### src/rtl/bubble_read_seq_if.sv
// Handshake and status bundle between the host-side DMA/FIFO control,
// the rotation timing generator and the bubble read-page sequencer.
interface bubble_read_seq_if #(
  parameter int CNT_W = 12,
  parameter int DLY_W = 8
);
  logic             i_CLK2M_PCEN_n;
  logic [19:0]      i_ROT20_n;
  logic             i_4BEN_n;
  logic             i_RD_REQ;
  logic             i_ABORT;
  logic [DLY_W-1:0] i_DELAY;
  logic             o_BDI_EN_SET_n;
  logic             o_BDI_EN_RST_n;
  logic             o_BIT_STB;
  logic [CNT_W-1:0] o_BIT_CNT;
  logic             o_BUSY;
  logic             o_DONE;
  logic             o_ABORTED;

  // Host/timing side drives the request and phase inputs
  modport master (
    output i_CLK2M_PCEN_n, i_ROT20_n, i_4BEN_n, i_RD_REQ, i_ABORT, i_DELAY,
    input  o_BDI_EN_SET_n, o_BDI_EN_RST_n, o_BIT_STB, o_BIT_CNT,
           o_BUSY, o_DONE, o_ABORTED
  );

  // Sequencer side
  modport slave (
    input  i_CLK2M_PCEN_n, i_ROT20_n, i_4BEN_n, i_RD_REQ, i_ABORT, i_DELAY,
    output o_BDI_EN_SET_n, o_BDI_EN_RST_n, o_BIT_STB, o_BIT_CNT,
           o_BUSY, o_DONE, o_ABORTED
  );
endinterface

### src/rtl/bubble_read_seq.sv
// Read-page sequencer for the bubble read front-end. Aligns a page read to
// the 20-phase rotation, waits the access delay, brackets the page with the
// input-enable set/reset pulses and strobes each delivered serial bit.
// Every decision is made on the enabled edge that ends period k-1 so the
// resulting pulse is valid for the whole of period k.
module bubble_read_seq #(
  parameter int PAGE_BITS = 2048,
  parameter int CNT_W     = 12,
  parameter int DLY_W     = 8
) (
  input  logic              i_MCLK,
  input  logic              i_SYS_RST_n,
  bubble_read_seq_if.slave  bus
);

  localparam logic [2:0] ST_INIT   = 3'd0;
  localparam logic [2:0] ST_IDLE   = 3'd1;
  localparam logic [2:0] ST_ALIGN  = 3'd2;
  localparam logic [2:0] ST_DELAY  = 3'd3;
  localparam logic [2:0] ST_STREAM = 3'd4;
  localparam logic [2:0] ST_DONE   = 3'd5;
  localparam logic [2:0] ST_ABORT  = 3'd6;

  localparam logic [CNT_W-1:0] PAGE_CNT = CNT_W'(PAGE_BITS);
  localparam logic [4:0]       PH_NONE  = 5'd31;

  logic [2:0]       state, state_nxt;
  logic [DLY_W-1:0] dly_cnt, dly_nxt;
  logic [CNT_W-1:0] bit_cnt, cnt_nxt;
  logic             four_bit, four_nxt;
  logic             set_n, set_nxt;
  logic             rst_n, rst_nxt;
  logic             stb, stb_nxt;
  logic             busy;
  logic             done, done_nxt;
  logic             aborted, abt_nxt;

  logic [4:0]       phase;
  logic             en;
  logic             pre19;
  logic             pre_stb;
  logic             page_full;

  assign en        = ~bus.i_CLK2M_PCEN_n;
  assign pre19     = (phase == 5'd18);
  assign page_full = (bit_cnt == PAGE_CNT);
  assign pre_stb   = (phase == 5'd1) || (phase == 5'd6) ||
                     (four_bit && ((phase == 5'd11) || (phase == 5'd16)));

  // Encode the active-low one-hot rotation into a phase index; no phase low reads as PH_NONE
  always_comb begin
    phase = PH_NONE;
    for (int k = 0; k < 20; k++) begin
      if (!bus.i_ROT20_n[k]) phase = 5'(k);
    end
  end

  // Next-state and next-pulse decisions for the period that follows the current edge
  always_comb begin
    state_nxt = state;
    dly_nxt   = dly_cnt;
    cnt_nxt   = bit_cnt;
    four_nxt  = four_bit;
    set_nxt   = 1'b1;
    rst_nxt   = 1'b1;
    stb_nxt   = 1'b0;
    done_nxt  = 1'b0;
    abt_nxt   = 1'b0;
    case (state)
      ST_INIT: begin
        if (!rst_n) begin
          state_nxt = ST_IDLE;
        end else if (pre19) begin
          rst_nxt = 1'b0;
        end
      end
      ST_IDLE: begin
        if (bus.i_RD_REQ && !bus.i_ABORT) begin
          state_nxt = ST_ALIGN;
          dly_nxt   = bus.i_DELAY;
          cnt_nxt   = '0;
          four_nxt  = ~bus.i_4BEN_n;
        end
      end
      ST_ALIGN, ST_DELAY: begin
        if (bus.i_ABORT) begin
          rst_nxt   = 1'b0;
          abt_nxt   = 1'b1;
          state_nxt = ST_ABORT;
        end else if (pre19) begin
          if ((state == ST_ALIGN && dly_cnt == '0) ||
              (state == ST_DELAY && dly_cnt == DLY_W'(1))) begin
            set_nxt   = 1'b0;
            state_nxt = ST_STREAM;
          end else if (state == ST_ALIGN) begin
            state_nxt = ST_DELAY;
          end else begin
            dly_nxt = dly_cnt - DLY_W'(1);
          end
        end
      end
      ST_STREAM: begin
        if (bus.i_ABORT) begin
          rst_nxt   = 1'b0;
          abt_nxt   = 1'b1;
          state_nxt = ST_ABORT;
        end else begin
          if (stb) cnt_nxt = bit_cnt + CNT_W'(1);
          if (pre19 && page_full) begin
            rst_nxt   = 1'b0;
            state_nxt = ST_DONE;
          end else if (pre_stb && !page_full) begin
            stb_nxt = 1'b1;
          end
        end
      end
      ST_DONE: begin
        if (done) begin
          state_nxt = ST_IDLE;
        end else begin
          done_nxt = 1'b1;
        end
      end
      ST_ABORT: begin
        state_nxt = ST_IDLE;
      end
      default: begin
        state_nxt = ST_INIT;
      end
    endcase
  end

  // Register state and all outputs on enabled edges only; reset restarts the INIT sequence
  always_ff @(posedge i_MCLK or negedge i_SYS_RST_n) begin
    if (!i_SYS_RST_n) begin
      state    <= ST_INIT;
      dly_cnt  <= '0;
      bit_cnt  <= '0;
      four_bit <= 1'b0;
      set_n    <= 1'b1;
      rst_n    <= 1'b1;
      stb      <= 1'b0;
      busy     <= 1'b1;
      done     <= 1'b0;
      aborted  <= 1'b0;
    end else if (en) begin
      state    <= state_nxt;
      dly_cnt  <= dly_nxt;
      bit_cnt  <= cnt_nxt;
      four_bit <= four_nxt;
      set_n    <= set_nxt;
      rst_n    <= rst_nxt;
      stb      <= stb_nxt;
      busy     <= (state_nxt != ST_IDLE);
      done     <= done_nxt;
      aborted  <= abt_nxt;
    end
  end

  assign bus.o_BDI_EN_SET_n = set_n;
  assign bus.o_BDI_EN_RST_n = rst_n;
  assign bus.o_BIT_STB      = stb;
  assign bus.o_BIT_CNT      = bit_cnt;
  assign bus.o_BUSY         = busy;
  assign bus.o_DONE         = done;
  assign bus.o_ABORTED      = aborted;

endmodule

### src/flat_wrapper.sv
// flat-port wrapper written by rule: the top's interface ports become plain ports
module bubble_read_seq_flat 
#(
  parameter int PAGE_BITS = 2048,
  parameter int CNT_W     = 12,
  parameter int DLY_W     = 8
)
  (i_MCLK, i_SYS_RST_n, bus_i_CLK2M_PCEN_n, bus_i_ROT20_n, bus_i_4BEN_n, bus_i_RD_REQ, bus_i_ABORT, bus_i_DELAY, bus_o_BDI_EN_SET_n, bus_o_BDI_EN_RST_n, bus_o_BIT_STB, bus_o_BIT_CNT, bus_o_BUSY, bus_o_DONE, bus_o_ABORTED);
  bubble_read_seq_if #(.CNT_W(CNT_W), .DLY_W(DLY_W)) bus_i ();
  input  logic i_MCLK;
  input  logic i_SYS_RST_n;
  input wire logic [$bits(bus_i.i_CLK2M_PCEN_n)-1:0] bus_i_CLK2M_PCEN_n;
  input wire logic [$bits(bus_i.i_ROT20_n)-1:0] bus_i_ROT20_n;
  input wire logic [$bits(bus_i.i_4BEN_n)-1:0] bus_i_4BEN_n;
  input wire logic [$bits(bus_i.i_RD_REQ)-1:0] bus_i_RD_REQ;
  input wire logic [$bits(bus_i.i_ABORT)-1:0] bus_i_ABORT;
  input wire logic [$bits(bus_i.i_DELAY)-1:0] bus_i_DELAY;
  output wire logic [$bits(bus_i.o_BDI_EN_SET_n)-1:0] bus_o_BDI_EN_SET_n;
  output wire logic [$bits(bus_i.o_BDI_EN_RST_n)-1:0] bus_o_BDI_EN_RST_n;
  output wire logic [$bits(bus_i.o_BIT_STB)-1:0] bus_o_BIT_STB;
  output wire logic [$bits(bus_i.o_BIT_CNT)-1:0] bus_o_BIT_CNT;
  output wire logic [$bits(bus_i.o_BUSY)-1:0] bus_o_BUSY;
  output wire logic [$bits(bus_i.o_DONE)-1:0] bus_o_DONE;
  output wire logic [$bits(bus_i.o_ABORTED)-1:0] bus_o_ABORTED;
  assign bus_i.i_CLK2M_PCEN_n = bus_i_CLK2M_PCEN_n;
  assign bus_i.i_ROT20_n = bus_i_ROT20_n;
  assign bus_i.i_4BEN_n = bus_i_4BEN_n;
  assign bus_i.i_RD_REQ = bus_i_RD_REQ;
  assign bus_i.i_ABORT = bus_i_ABORT;
  assign bus_i.i_DELAY = bus_i_DELAY;
  assign bus_o_BDI_EN_SET_n = bus_i.o_BDI_EN_SET_n;
  assign bus_o_BDI_EN_RST_n = bus_i.o_BDI_EN_RST_n;
  assign bus_o_BIT_STB = bus_i.o_BIT_STB;
  assign bus_o_BIT_CNT = bus_i.o_BIT_CNT;
  assign bus_o_BUSY = bus_i.o_BUSY;
  assign bus_o_DONE = bus_i.o_DONE;
  assign bus_o_ABORTED = bus_i.o_ABORTED;
  bubble_read_seq #(.PAGE_BITS(PAGE_BITS), .CNT_W(CNT_W), .DLY_W(DLY_W)) u_core (.i_MCLK(i_MCLK), .i_SYS_RST_n(i_SYS_RST_n), .bus(bus_i));
endmodule
### config.mk
export PLATFORM = sky130hd
export DESIGN_NAME = bubble_read_seq_flat
export DESIGN_NICKNAME = d
export VERILOG_FILES = /design/src/rtl/bubble_read_seq_if.sv /design/src/rtl/bubble_read_seq.sv /design/src/flat_wrapper.sv
export SDC_FILE = /design/constraint.sdc
export NUM_CORES = 1
export LEC_CHECK = 0
export ABC_AREA = 1
export CORE_MARGIN = 2
export CORE_UTILIZATION = 53
export DETAILED_ROUTE_END_ITERATION = 10
export GPL_TIMING_DRIVEN = 0
export MAX_ROUTING_LAYER = met4
export PLACE_DENSITY = 0.84
export REMOVE_ABC_BUFFERS = 1
export SYNTH_ARGS = -nofsm -noshare
export SYNTH_HDL_FRONTEND = slang
export SYNTH_SLANG_ARGS = --single-unit
### constraint.sdc
create_clock -name i_MCLK -period 4.1 [get_ports i_MCLK]
set_clock_uncertainty 0.2 [all_clocks]
set_input_delay 0.82 -clock i_MCLK [delete_from_list [all_inputs] [get_ports i_MCLK]]
set_output_delay 0.82 -clock i_MCLK [all_outputs]
set_load 0.05 [all_outputs]
## Yosys cells after proc, flatten, opt, wreduce, memory -nomap -nowiden

Cells that the tools add are included.

- Reductions and logical operators: 21
- Bitwise logic cells: 2
- Multiplexer cells: 58
- Eq/ne operators: 21
- $add $sub $neg: 2

Operators by type and width:

| operator | number |
|---|---|
| two-way mux 5 bit | 20 |
| two-way mux 8 bit | 5 |
| two-way mux 12 bit | 3 |
| two-way mux 3 bit | 9 |
| case mux 12 bit (2 select lines) | 1 |
| case mux 3 bit (6 select lines) | 1 |
| two-way mux 1 bit | 17 |
| case mux 8 bit (2 select lines) | 1 |
| adder 12 x 1 -> 12 bit, second input constant | 1 |
| == test 12 bit, second input constant | 1 |
| == test 5 bit, second input constant | 2 |
| == test 3 bit, second input constant | 3 |
| == test 8 x 1 -> 1 bit, second input constant | 1 |
| logical NOT 8 bit | 1 |
| inequality test 2 bit, second input constant | 4 |
| subtractor 8 x 1 -> 8 bit, second input constant | 1 |
| AND reduction 7 bit | 1 |
| == test 3 x 2 -> 1 bit, second input constant | 2 |
| logical AND 1 bit | 6 |
| inequality test 2 x 1 -> 1 bit, second input constant | 3 |
| == test 5 x 1 -> 1 bit, second input constant | 1 |
| == test 5 x 3 -> 1 bit, second input constant | 1 |
| == test 5 x 4 -> 1 bit, second input constant | 1 |
| AND reduction 5 bit | 1 |
| 11 further kinds | 17 |

- Output and inout bits: 18
- Bits in registers: 30
- Logic and storage cells: 114

## Depth between registers and ports, before layout

Gate-level depths: netlist (run 1).

- Word-level depth: 29
- Gate-level depth with buffers: 24

## Worst setup path before layout (run 1)

Ideal clock, no wire load.

- Path kind: input -> register
- Start point: input bus_i_ABORT
- End point: register u_core.bit_cnt[11], in the netlist u_core.bus.o_BIT_CNT[11]
- Buffers on the path: 0
- Arrival time: 2.110 ns
- Stages: 14
- Setup time: 0.124 ns
- Path slack: 1.666 ns
- Path through: inv_1 > nand2_1 > inv_1 > nor2_1 > inv_1 > nand3_4 > nor2_4 > nand2_2 > nor3_4 > nand2_2 > nor4_4 > nand2_1 > o22ai_1 > a21oi_1

- Longest elaborated chain between the ends: 4
- Elaborated cells on any way between the ends: 5
- Those cells by class: eq/ne: 2; reduce/logical: 3

RTL lines:

| what | RTL line | RTL |
|---|---|---|
| start, declared | flat_wrapper.sv:16 | `input wire logic [$bits(bus_i.i_ABORT)-1:0] bus_i_ABORT;` |
| logical NOT 1 bit | bubble_read_seq.sv:78 | `if (bus.i_RD_REQ && !bus.i_ABORT) begin` |
| logical AND 1 bit | bubble_read_seq.sv:78 |  |
| inequality test 2 x 1 -> 1 bit (no source line) | n/a |  |
| AND reduction 5 bit (no source line) (*) | n/a |  |
| end signal, assigned | bubble_read_seq.sv:149 | `bit_cnt <= cnt_nxt;` |
| end, declared | bubble_read_seq.sv:29 | `logic [CNT_W-1:0] bit_cnt, cnt_nxt;` |

Mark *: on every way between the ends. The rest lies on a longest branch, timed or not.
A chain may end at the register's enable or synchronous reset.

## Final worst setup path (run 1)

- Start point: input bus_i_CLK2M_PCEN_n
- End point: register u_core.bit_cnt[10], in the netlist u_core.bus.o_BIT_CNT[10]

- Longest elaborated chain between the ends: 2

RTL lines:

| what | RTL line | RTL |
|---|---|---|
| start, declared | flat_wrapper.sv:12 | `input wire logic [$bits(bus_i.i_CLK2M_PCEN_n)-1:0] bus_i_CLK2M_PCEN_n;` |
| NOT 1 bit (no source line) | n/a |  |
| AND reduction 5 bit (no source line) | n/a |  |

No other way between the ends.

==> metrics, run 1 <==
outcome complete, no violations; Peak Freq 340.7 MHz; Yosys reg bits 30; non-filler instance count after layout 402; I/O pin count between 50 and 60; maximum clock path buffer count 2; final worst setup slack 1.165 ns; Syn Area/Cell 6.987 um^2; HP Start u_core.bus.o_BUSY; Worst setup EP type register; hold slack approximately 0.32 ns; Critical Path Max Stage Delay between 0.5 and 0.6 ns; Setup CP Type input pin to register; Synth Area in Simple Gates between 30% and 40%; yosys warns 0; Seq/Total Area, Yosys roughly 36%; starting density of the core a little under three fifths; Synth Area in Compound Gates ~13%; initial antenna violation count 0; total routed wirelength 4678 um; Top Family by Delay on Critical Path buffers and inverters; CP required around 4.1 ns; Slew Viols, Final 0; post-synthesis mux area share 0.4808%; final hold vios 0; hpwl dp between 3000 and 4000 um; Netlist cell types 34; HP Class register to register; cts bufs inserted 5; gr usage total around 24%; M2 GR Usage 40.25%; met1 Use GR between 30% and 40%; H-tree depth 2; WP buf/inv 3; Critical R2R Launch u_core.state[2]; global route total overflow 0; Arr. time, crit path roughly 2.9 ns; reg2reg setup slack between 1 and 1.5 ns; Post-CTS Hold Buffers 0; reg2reg end u_core.state[0]; Place WS 0.8675 ns; DIE HEIGHT approximately 67 um; CP max FO 12; final setup violation count 0; RSZ-0062 raised after global routing false; vias in the first global route slightly below 2,000; worst rel slew slack around 47%; Root Buffer clkbuf_8; routing usage on met3 under 10%; via-per-instance ratio just over 5; Worst Max-Slew Pin Slew between 0.7 and 0.8 ns; drc violations 0; Syn-to-layout area delta 31.85%; Leak between 1 and 1.5 nW; CTS tree built; Post-DRT Antenna Nets 0; setup bufs post-CTS 0; layout cells sized above 1 between 8 and 9%; Clock Latency Late Sink between 0.2 and 0.3 ns; core footprint about 3700 um^2; fin crit share between 70% and 80%; antenna diode count 0; Reg clk slew, reported paths around 0.080 ns; largest family of logic cells by synthesized area simple AND/OR/NAND/NOR gates; initial drt markers between 100 and 150; PwrDens just over 500 nW/um^2; hold path depth 2; detailed-route via count 2,064; Worst R2R Path Depth 9; worst hold endpoint u_core.bus.o_BUSY; Die Area 4446 um^2; Final Wtd Congestion ~0.90; Post-CTS Resized 0; CTS sink cnt 30; largest net degree at the start of global routing 31; first-pass GRT wire length ~8300 um; crit path cell chain clkdlybuf4s50_1, inv_1, nand3_4, nor3_2, nand3_1, inv_1, nand3_1, nor3_2, nand2_1, o22ai_1, a21oi_1; maxcap violations 0; Die Wd 66.68 um; Mapped Cells 298; CP max-delay cell clkdlybuf4s50_1; Final nets 391; drt first pass iters 4; Rows 22; CP Launch Type input pin; synthesized cell area roughly 2100 um^2; crit path from bus_i_CLK2M_PCEN_n; WL per Instance between 10 and 15 um; Port Buffer Count about 50; most used routing layer met2; Worst VDD drop roughly 0.41 mV; Synth Area in Adders 2.404%; xor/xnor share of the synthesized area less than 1%; setup_tns 0 ns; Placed Cells just under 400; fill count just over 300; Pwr Total around 0.0014 W; Final min period between 2 and 3 ns
[synthesized netlist by cell type, drive strengths merged]
cell type  number  share of area [%]
nor3           15                4.9
o21a            1               0.36
o211ai          5                1.8
nor3b           2               0.72
o22ai           2               0.60
nor4            2                1.3
inv            49                8.8
clkinv          1               0.18
ha              4                2.4
clkbuf          3               0.54
mux2i           1               0.48
a2111oi         2               0.84
a21oi          12                2.9
nand2          77                 14
nor2           37                7.9
dfrtp          27                 32
o31ai           1               0.36
xnor2           1               0.42
o2111a          1               0.54
a211oi          1               0.36
nand3          21                5.6
o21ai          12                2.9
dfstp           3                3.8
a31oi           7                2.1
nand4          11                3.3
[registers in the layout, summed over array words and instances, names as in the netlist]
signal,count
u_core.bus.o_BIT_CNT,12
u_core.dly_cnt,8
u_core.state,3
u_core.bus.o_ABORTED,1
u_core.bus.o_BDI_EN_RST_n,1
u_core.bus.o_BDI_EN_SET_n,1
u_core.bus.o_BIT_STB,1
u_core.bus.o_BUSY,1
u_core.bus.o_DONE,1
u_core.four_bit,1
[worst min-delay path, stage by stage, from the launching register on]
cell     delay (ns)
dfstp_2        0.37
nand2_1        0.06
nand4_1        0.09
[metrics by stage]
stage	area (um^2)	util, %
floorplan	2071	-
global placement	2641	71.08
detailed placement	2641	71.08
CTS	2750	74.01
global route	2745	73.87
finish	2745	73.87
[cell usage in the layout, fill, tap and decap left out, types with 5 or more instances in the layout]
cell type,count
nor3_1,11
nand4_1,11
clkbuf_8,5
a31oi_1,7
nand3_1,20
dfrtp_1,27
nand2_1,73
a21oi_1,12
clkdlybuf4s50_1,50
o21ai_0,12
inv_1,43
o211ai_1,5
inv_2,6
nor2_1,34
[cell type report]
cell class,count,area (um^2),area share (%)
Sequential cell,30,754.5,27.48
Tap cell,48,60.06,2.188
Clock buffer,5,68.82,2.507
Clock inverter,3,40.04,1.459
Inverter,50,187.7,6.837
Multi-Input combinational cell,215,1129,41.11
Timing Repair Buffer,51,505.5,18.41
[worst max-delay path by stage]
stage | end | cells after the start | slack, ns
detailed placement | u_core.bus.o_BIT_CNT[10] | 11 | 0.87
CTS | u_core.bus.o_BIT_CNT[10] | 11 | 1.17
global route | u_core.state[0] | 9 | 0.97
floorplan | u_core.bus.o_BIT_CNT[11] | 14 | 1.66
global placement | u_core.bus.o_BIT_CNT[11] | 11 | 0.96
finish | u_core.bus.o_BIT_CNT[10] | 11 | 1.16
[cell families (layout without fill, tap and decap cells)]
group	after synthesis	after routing
AND/OR/NAND/NOR	165	165
flip-flops	30	30
multiplexers	1	1
adder cells (fa/ha/maj)	4	4
AO/OA/AOI/OAI	44	44
buffers and inverters	53	109
XOR/XNOR	1	1
[report_power, final]
| group | leakage [nW] | switching (W) | total, W | internal [W] |
|---|---|---|---|---|
| clock | 0.0579 | 0.000118 | 0.000297 | 0.000179 |
| combinational | 0.814 | 0.000398 | 0.000618 | 0.000220 |
| sequential | 0.379 | 0.0000864 | 0.000471 | 0.000385 |
| total | 1.25 | 0.000602 | 0.00139 | 0.000783 |
[metal layers]
layer / vias up / part of all wire (%)
met5: - / 0
met4: 0 / 0.62
met3: 4 / 4.6
met2: 43 / 46
met1: 920 / 49
li1: 1097 / -
(Power assumes the default switching activity.)
==> run 2, diff against run 1 <==
--- a/config.mk
+++ b/config.mk
@@ -7,11 +7,11 @@
 export LEC_CHECK = 0
 export ABC_AREA = 1
 export CORE_MARGIN = 2
-export CORE_UTILIZATION = 53
+export CORE_UTILIZATION = 45
 export DETAILED_ROUTE_END_ITERATION = 10
 export GPL_TIMING_DRIVEN = 0
 export MAX_ROUTING_LAYER = met4
-export PLACE_DENSITY = 0.84
+export PLACE_DENSITY = 0.76
 export REMOVE_ABC_BUFFERS = 1
 export SYNTH_ARGS = -nofsm -noshare
 export SYNTH_HDL_FRONTEND = slang
==> constraint.sdc (replaced) <==
create_clock -name i_MCLK -period 2.4 [get_ports i_MCLK]
set_clock_uncertainty 0.2 [all_clocks]
set_input_delay 0.48 -clock i_MCLK [delete_from_list [all_inputs] [get_ports i_MCLK]]
set_output_delay 0.48 -clock i_MCLK [all_outputs]
set_load 0.05 [all_outputs]
==> run 2 against run 1 <==
  * Power increased by 74%
  * Flip-flop and latch count unchanged
  * Critical path depth increased by 5
  * Count of clock-buffer cells in the layout increased by 2
  * Critical path type is now register to register
==> metrics, run 2 (synthesis results as in run 1) <==
CP Launch Type register; reg2reg end u_core.bus.o_BIT_CNT[11]; initial drt markers 99 (-33%); Placed Cells 398 (+1.0%); worst rel slew slack 55.06% (+8.3 points); Final min period 2.388 ns; Peak Freq between 400 and 500 MHz; maxcap violations 0 (unchanged); CTS sink cnt 30 (unchanged); CP max FO 6 (-6); Reg clk slew, reported paths 0.07 ns (about the same); drc violations 0 (unchanged); Worst Max-Slew Pin Slew 0.6741 ns (-0.1219 ns); Final Wtd Congestion 0.9032 (-0.14%); Critical R2R Launch u_core.state[0]; most used cells in the layout excluding fill and tap cells 71 x nand2_1, 45 x clkdlybuf4s50_1, 40 x inv_1; Top Family by Delay on Critical Path simple AND/OR/NAND/NOR gates; fin crit share 99.51%; Post-CTS Hold Buffers 0 (unchanged); core footprint 4414 um^2 (+19%); RSZ-0062 raised after global routing true; initial antenna violation count 0 (unchanged); Pwr Total 0.002412 W (+74%); reg2reg setup slack 0.01 ns (-1.34 ns); DIE HEIGHT 72.02 um (+8.0%); cts bufs inserted 5 (unchanged); crit path cell chain nor2_4, inv_4, nor2_8, nand2_2, inv_2, nand2_2, nand2_2, nand3_4, nor2_4, nand2_2, nor3_4, nand2_2, nor4_4, nand2_1, o22ai_1, a21oi_1; Worst VDD drop 0.5135 mV (+27%); drt first pass iters 4 (unchanged); vias in the first global route 1,911 (-3.6%); commonest non-fill, non-tap cell in the layout nand2_1; PwrDens 844.6 nW/um^2 (+67%); CTS tree built; Die Wd 72.02 um (+8.0%); non-filler instance count after layout 415 (+3.2%); global route total overflow 0 (unchanged); final setup violation count 0 (unchanged); HP Class input pin to async pin; Root Buffer clkbuf_8; maximum clock path buffer count 2 (unchanged); Post-DRT Antenna Nets 0 (unchanged); hpwl dp 3445 um (-1.5%); I/O pin count 52 (unchanged); first-pass GRT wire length 8052 um (-2.5%); Rows 24 (+9.1%); final hold vios 0 (unchanged); Critical Path Max Stage Delay 0.46 ns (-0.07 ns); Syn-to-layout area delta 37.14%; layout cells sized above 1 13.77% (+5.0 points); Slew Viols, Final 0 (unchanged); Leak 1.352 nW (+8.1%); gr usage total 20.33% (-4.1 points); Final nets 400 (+2.3%); starting density of the core 47.17% (-8.9 points); WP buf/inv 2 (-1); outcome complete, no violations; Arr. time, crit path 2.36 ns (-0.55 ns); largest net degree at the start of global routing 31 (unchanged); Worst R2R Path Depth 16 (+7); H-tree depth 2 (unchanged); Largest register FFs 12 (unchanged); antenna diode count 0 (unchanged); Clock Latency Late Sink 0.29 ns (about the same); WL per Instance 11.63 um (about the same); Most common cell on crit path nand2_2; Die Area 5187 um^2 (+17%); via-per-instance ratio 5.082 (-1.0%); Setup CP Type register to register; fill count 392 (+27%); detailed-route via count 2,109 (+2.2%); CP required 2.37 ns (-1.71 ns); Port Buffer Count 51 (unchanged); total routed wirelength 4827 um (+3.2%); Worst setup EP type register; CP max-delay cell dfrtp_2
## run 2: changes by cell type in the layout (fill, tap and decap cells not counted), moves of 3 or more
cell / change
inv_1: -3
buf_4: +9
clkdlybuf4s50_1: -5
nor2_1: -4
dlymetal6s2s_1: +4
## run 2: cell type report
class                   instances  area (um^2)  share of cell area, %
multi-input cells             215         1166                  40.84
flip-flops and latches         30        757.0                  26.51
repair buffers                 60        581.8                  20.38
inverters                      50        193.9                  6.792
clock buffers                   7        86.33                  3.024
well taps                      52        65.06                  2.279
clock inverters                 1        5.005                 0.1753
## run 2: power by group
group	switching, W	total [W]	internal, W
Clock	0.000208	0.000439	0.000231
Combinational	0.000720	0.00116	0.000443
Sequential	0.000149	0.000809	0.000661
Total	0.00108	0.00241	0.00133
## run 2: worst max-delay path by stage
stage | startpoint | endpoint | cells past startpoint
detailed placement | bus_i_CLK2M_PCEN_n | u_core.bus.o_BIT_CNT[11] | 11
global placement | bus_i_CLK2M_PCEN_n | u_core.bus.o_BIT_CNT[11] | 11
CTS | u_core.state[0] | u_core.bus.o_BIT_CNT[11] | 16
floorplan | u_core.state[0] | u_core.bus.o_BIT_CNT[11] | 16
finish | u_core.state[0] | u_core.bus.o_BIT_CNT[11] | 16
global route | u_core.state[0] | u_core.bus.o_BIT_CNT[11] | 16
## run 2: metal layers
layer | GRT usage (%) | part of all wire [%] | vias up
met4 | 7.338 | 1.5 | 0
li1 | - | - | 1115
met1 | 26.20 | 47 | 933
met5 | - | 0 | -
met2 | 30.76 | 45 | 55
met3 | 5.694 | 5.7 | 6
## run 2: per-stage QoR
stage	area (um^2)	util [%]	setup WS [ns]	setup TNS [ns]	hold slack [ns]
final	2855	64.68	0.01186	0	0.02552
after global routing	2855	64.68	-0.1380	-0.3145	0.07313
after CTS	2788	63.15	0.02294	0	0.3153
after detailed placement	2646	59.95	-0.4464	-7.028	0.3048
after global placement	2646	59.95	-0.4296	-6.437	0.2902
after floorplan	2071	-	0.1252	0	-0.01559
## run 2: what timing repair did
action,4_1_cts,5_1_grt
setup endpoints to repair,17,16
buffers inserted,5,4
resized for setup,8,13
pin swaps,2,5
